File: config.mk
export PLATFORM = sky130hd
export DESIGN_NAME = dot_product_sequencer
export DESIGN_NICKNAME = d
export VERILOG_FILES = /design/src/rtl/dot_seq_pkg.sv /design/src/rtl/dot_seq_valid_pipe.sv /design/src/rtl/dot_product_sequencer.sv
export SDC_FILE = /design/constraint.sdc
export NUM_CORES = 1
export LEC_CHECK = 0
export ABC_AREA = 1
export BUFFER_PORTS_ARGS = -buffer_cell sky130_fd_sc_hd__buf_2
export CORE_ASPECT_RATIO = 0.5
export CORE_MARGIN = 2
export CORE_UTILIZATION = 50
export DETAILED_ROUTE_END_ITERATION = 8
export PLACE_DENSITY_LB_ADDON = 0.3
export SLEW_MARGIN = 20
export SYNTH_ARGS = -nofsm -noshare
export SYNTH_HDL_FRONTEND = slang
export SYNTH_SLANG_ARGS = --single-unit
File: constraint.sdc
create_clock -name clk -period 4.2 [get_ports clk]
set_input_delay 0.63 -clock clk [delete_from_list [all_inputs] [get_ports clk]]
set_output_delay 0.63 -clock clk [all_outputs]
set_load 0.02 [all_outputs]
File: src/rtl/dot_seq_pkg.sv
// Shared types and defaults for the dot-product sequencer.
// Optional build macro: DOT_SEQ_PERF_EN adds cycle/job performance counters.
package dot_seq_pkg;

  localparam int unsigned DefAwidth   = 9;
  localparam int unsigned DefDwidth   = 40;
  localparam int unsigned DefCuLat    = 5;
  localparam int unsigned DefRdLat    = 1;
  localparam int unsigned CuOutWidth  = 32;
  // Zero padding placed above the compute-unit result in a written word.
  localparam int unsigned DefPadWidth = DefDwidth - CuOutWidth;

  typedef enum logic [2:0] {
    StIdle  = 3'd0,
    StExt   = 3'd1,
    StIssue = 3'd2,
    StDrain = 3'd3,
    StFin   = 3'd4
  } seq_state_e;

  // 16-bit add that sticks at all-ones instead of wrapping.
  function automatic logic [15:0] sat_add16(input logic [15:0] a, input logic [15:0] b);
    logic [16:0] sum;
    sum = {1'b0, a} + {1'b0, b};
    return sum[16] ? 16'hFFFF : sum[15:0];
  endfunction

endpackage

File: src/rtl/dot_seq_valid_pipe.sv
// Valid shift register tracking issued reads through BRAM and compute unit.
// tap marks the entry leaving the last stage this cycle; empty is high when,
// after the coming edge, no entry remains behind the tap stage.
module dot_seq_valid_pipe #(
  parameter int unsigned Depth = 6
) (
  input  logic clk,
  input  logic reset,
  input  logic in_valid,
  output logic tap,
  output logic empty
);

  logic [Depth-1:0] valid_q;
  logic [Depth-1:0] valid_d;
  logic [Depth-1:0] behind;

  // Shift toward the tap, inserting the new issue at stage 0.
  always_comb begin
    valid_d    = valid_q << 1;
    valid_d[0] = in_valid;
    behind     = valid_d << 1;
  end

  // Stage registers, cleared on reset so an aborted job leaves nothing in flight.
  always_ff @(posedge clk or negedge reset) begin
    if (!reset) begin
      valid_q <= '0;
    end else begin
      valid_q <= valid_d;
    end
  end

  assign tap   = valid_q[Depth-1];
  assign empty = (behind == '0);

endmodule

File: src/rtl/dot_product_sequencer.sv
// Streams num_vec words from BRAM port B through an external compute unit and
// writes each 32-bit result back via port A, with an idle-time external grant.
// Optional build macro: DOT_SEQ_PERF_EN adds cycle_cnt/job_cnt outputs.
module dot_product_sequencer
  import dot_seq_pkg::*;
#(
  parameter int unsigned AWIDTH = DefAwidth,
  parameter int unsigned DWIDTH = DefDwidth,
  parameter int unsigned CU_LAT = DefCuLat,
  parameter int unsigned RD_LAT = DefRdLat
) (
  input  logic              clk,
  input  logic              reset,
  input  logic              start,
  input  logic [AWIDTH-1:0] num_vec,
  input  logic [AWIDTH-1:0] in_base,
  input  logic [AWIDTH-1:0] out_base,
  output logic              busy,
  output logic              done,
  input  logic              ext_req,
  output logic              ext_gnt,
  output logic [AWIDTH-1:0] addr_a,
  output logic              wren_a,
  output logic [DWIDTH-1:0] wdata_a,
  output logic [AWIDTH-1:0] addr_b,
  output logic              wren_b,
  input  logic [DWIDTH-1:0] rdata_b,
  output logic [DWIDTH-1:0] cu_inp,
  input  logic [31:0]       cu_out
`ifdef DOT_SEQ_PERF_EN
  ,
  output logic [15:0]       cycle_cnt,
  output logic [15:0]       job_cnt
`endif
);

  localparam int unsigned Depth    = RD_LAT + CU_LAT;
  localparam int unsigned PadWidth = DWIDTH - CuOutWidth;

  seq_state_e        state_q;
  logic [AWIDTH-1:0] nv_q;
  logic [AWIDTH-1:0] in_base_q;
  logic [AWIDTH-1:0] out_base_q;
  logic [AWIDTH-1:0] iss_cnt_q;
  logic [AWIDTH-1:0] res_cnt_q;
  logic              issue_valid;
  logic              pipe_tap;
  logic              pipe_empty;

  assign issue_valid = (state_q == StIssue);
  assign cu_inp      = rdata_b;
  assign wren_b      = 1'b0;

  dot_seq_valid_pipe #(
    .Depth(Depth)
  ) u_valid_pipe (
    .clk     (clk),
    .reset   (reset),
    .in_valid(issue_valid),
    .tap     (pipe_tap),
    .empty   (pipe_empty)
  );

  // Job FSM with registered outputs and the result write-back port.
  always_ff @(posedge clk or negedge reset) begin
    if (!reset) begin
      state_q    <= StIdle;
      nv_q       <= '0;
      in_base_q  <= '0;
      out_base_q <= '0;
      iss_cnt_q  <= '0;
      res_cnt_q  <= '0;
      busy       <= 1'b0;
      done       <= 1'b0;
      ext_gnt    <= 1'b0;
      wren_a     <= 1'b0;
      addr_a     <= '0;
      wdata_a    <= '0;
      addr_b     <= '0;
    end else begin
      done   <= 1'b0;
      wren_a <= 1'b0;
      // A tap lines up with the compute-unit output for that issue.
      if (pipe_tap) begin
        wren_a    <= 1'b1;
        addr_a    <= out_base_q + res_cnt_q;
        wdata_a   <= {{PadWidth{1'b0}}, cu_out};
        res_cnt_q <= res_cnt_q + AWIDTH'(1);
      end
      unique case (state_q)
        StIdle: begin
          if (start) begin
            nv_q       <= num_vec;
            in_base_q  <= in_base;
            out_base_q <= out_base;
            iss_cnt_q  <= '0;
            res_cnt_q  <= '0;
            addr_b     <= in_base;
            busy       <= 1'b1;
            state_q    <= (num_vec == '0) ? StFin : StIssue;
          end else if (ext_req) begin
            ext_gnt <= 1'b1;
            state_q <= StExt;
          end
        end
        StExt: begin
          if (!ext_req) begin
            ext_gnt <= 1'b0;
            state_q <= StIdle;
          end
        end
        StIssue: begin
          iss_cnt_q <= iss_cnt_q + AWIDTH'(1);
          addr_b    <= in_base_q + iss_cnt_q + AWIDTH'(1);
          if (iss_cnt_q == nv_q - AWIDTH'(1)) begin
            // FIN is the cycle in which the final entry leaves the tap.
            state_q <= pipe_empty ? StFin : StDrain;
          end
        end
        StDrain: begin
          if (pipe_empty) begin
            state_q <= StFin;
          end
        end
        StFin: begin
          busy    <= 1'b0;
          done    <= 1'b1;
          state_q <= StIdle;
        end
        default: begin
          state_q <= StIdle;
        end
      endcase
    end
  end

`ifdef DOT_SEQ_PERF_EN
  logic [15:0] run_q;

  // Job cycle counter: the accepting cycle counts as 1; the +2 at FIN covers
  // the FIN cycle and the following done cycle.
  always_ff @(posedge clk or negedge reset) begin
    if (!reset) begin
      run_q     <= '0;
      cycle_cnt <= '0;
      job_cnt   <= '0;
    end else begin
      if (state_q == StIdle && start) begin
        run_q <= 16'd1;
      end else if (busy) begin
        run_q <= sat_add16(run_q, 16'd1);
      end
      if (state_q == StFin) begin
        cycle_cnt <= sat_add16(run_q, 16'd2);
        job_cnt   <= job_cnt + 16'd1;
      end
    end
  end
`endif

endmodule

==> impl_metrics.yaml <==
cells_and_area:
  seq_area_um2: 2700
  area_delta_synth_final_pct: 12.4
  multiInputGateArea_um2: 2340
  final_cell_area_um2: 6390
  fillers: 1030
  diodes: 0
  drive_above_1_share_pct: 20.1
  final_nets: 907
  fin_util_pct: 57.8
die:
  die_y_um: 79.4
  pin_count: 206
  fp.dieArea_um2: 12300
  design.core.area_um2: 11000
  rows: 27
  die-width_um: 155
  start_util_pct: 51.4
clocking:
  path_clk_slew_ns: 0.07
  cts_tree: "built"
  clock_tree.root_cell: "clkbuf_16"
  numCtsBuffers: 9
  htreeDepth: 3
  post_cts_buffers: 0
  holdBufCountCts: 0
  cts_sinks: 108
  ctsLongestPathBuffers: 2
  worst_skew_pair.late_latency_ns: 0.35
  post_cts_resize_count: 0
drt:
  wl_per_cell_um: 13.4
  drt_iter0_markers: 266
  num_vias: 4509
  drc: 0
  avgViaCountPerCell: 4.83
  firstDrtPassIters: 4
  ant_nets: 0
  wl_mm: 12.5
timing:
  drv_slew: 0
  skew_ns: 0.00865
  fin_setup_tns_ns: 0
  relSlewSlack_pct: 48.4
  fin_ws_ns: 2.02
  rsz0062_at_grt: "no"
  finalHoldViolations: 0
  post-route-period-util_pct: 51.9
  max_freq_ghz: 0.459
  setup_viol: 0
  finalCriticalPeriod_ns: 2.18
  tightest_slew_ns: 0.774
yosys:
  syn_avg_cell_area_um2: 8.02
  yosysWarnings: 0
  netlist-cell-type-count: 35
  synth_flop_cell: "dfrtp_1"
  ys_ff_latch: 108
  synth_cells: 708
  synth-edff-count: 0
  synth_area_um2: 5680
  ys_seq_area_share_pct: 47.6
  async_reset_ff_share_pct: 100
global_routing:
  antenna_found_initial: 0
  grt_start_max_net_pins: 79
  grt.total_usage_pct: 21.2
  grt_pass1_wl_mm: 20.7
  grt_overflow_total: 0
  grt_pass1_vias: 4407
worst_setup_path:
  crit_path_start: "u_valid_pipe.valid_q[5]"
  worstPathMaxFanout: 24
  worstSetupStartpointType: "register"
  critPathRequiredTime_ns: 4.45
  critPathArrivalTime_ns: 2.43
  crit_type: "register to register"
  endpoint_kind: "register"
  rr_startpoint: "u_valid_pipe.valid_q[5]"
run:
  drv_cap: 0
placement:
  place_ws_ns: 2.04
  dpl_cell_area_um2: 6060
  gp_congestion: 0.830
  place_hpwl_mm: 9.00
  io_buffers: 116
min_path:
  hold_path_class: "input pin to async pin"
power_and_ir_drop:
  worst_ir_drop_vdd_mv: 0.365
  total_power_uw: 5120
  p_per_area_nw_per_um2: 802
  p_leak_uw: 0.00355
status:
  status: "complete, no violations"
final timing paths:
check,to,cells after the start,slack [ns]
hold reg to reg,u_valid_pipe.valid_q[5],0,0.36
hold / removal,addr_b[2],1,0.22
min in group clk,u_valid_pipe.valid_q[5],0,0.36
setup reg to reg,res_cnt_q[7],8,2.02
max in group asynchronous,wdata_a[20],3,3.03
setup / recovery,res_cnt_q[7],8,2.02
state kept, by name (all words and copies together) (netlist names):
name / count
busy: 1
ext_gnt: 1
in_base_q: 9
addr_a: 9
nv_q: 9
res_cnt_q: 9
done: 1
wdata_a: 32
iss_cnt_q: 9
addr_b: 9
state_q: 3
out_base_q: 9
u_valid_pipe.valid_q: 6
wren_a: 1
metrics by stage:
stage	hold WS, ns	std cells
floorplan	0.331	716
global placement	0.351	916
detailed placement	0.356	916
CTS	0.364	932
global route	0.262	933
finish	0.221	933
cell usage after synthesis (2+ instances only):
library cell	count	share of area (%)
nand2_1	281	19
fa_1	2	0.70
buf_4	50	6.6
nor2_1	36	2.4
inv_2	4	0.26
buf_6	2	0.40
buf_2	5	0.44
nand2_2	3	0.33
xor2_1	7	1.1
dfrtp_1	108	48
nor3_1	5	0.44
a21oi_1	21	1.8
inv_1	53	3.5
nand3_1	32	2.8
nor2_4	4	0.79
o21ai_0	31	2.7
or2_2	3	0.33
nor2_2	3	0.33
clkbuf_1	8	0.53
ha_1	19	4.2
nand4_1	7	0.77
xnor2_1	6	0.92
o211ai_1	6	0.79
report_power, final:
group | switching (uW) | internal (uW)
Sequential | 357 | 1520
Combinational | 1550 | 823
Clock | 385 | 496
per-layer routing:
| metal | up-vias | global-route usage (%) | routed length, um |
|---|---|---|---|
| met1 | 2062 | 26.7 | 5740 |
| li1 | 2322 | - | - |
| met4 | 0 | 6.48 | 225 |
| met2 | 97 | 36.7 | 5920 |
| met5 | - | 0 | 0 |
| met3 | 28 | 5.05 | 625 |
final cells by class:
class | instances | share of cell area [%]
well taps | 145 | 2.84
repair buffers | 122 | 10.0
multi-input cells | 485 | 36.6
flip-flops and latches | 108 | 42.3
inverters | 57 | 3.35
clock inverters | 5 | 0.901
clock buffers | 11 | 3.96
placed cells by master, fill, tap and decap left out, drive strengths merged, types with 11 or more instances in the layout:
cell type  instances
ha                19
a21oi             21
nor2              43
inv               58
dfrtp            108
nand2            284
clkbuf            11
nand3             32
o21ai             31
buf              122
worst max-delay path, cell delays in order (launching register included):
cell,delay [ns]
dfrtp_1,0.84
buf_4,0.35
nand2_1,0.12
nor3_2,0.16
and3_1,0.20
nand2_1,0.07
nor2_1,0.13
a21oi_1,0.08
o21a_1,0.11
kinds of logic (layout without fill, tap and decap cells):
kind of cell | after synthesis | after routing | share of synthesized area (%)
and+or+nand+nor | 379 | 379 | 27.4
AOI/OAI and AO/OA | 62 | 62 | 6.06
DFF | 108 | 108 | 47.6
other | 1 | 9 | 0.0660
xor gates and xnor gates | 13 | 13 | 2.00
muxes | 1 | 1 | 0.198
adders and majority gates | 21 | 21 | 4.89
buffers and inverters | 123 | 195 | 11.8
Note: power is estimated with default switching activity, not from simulation.
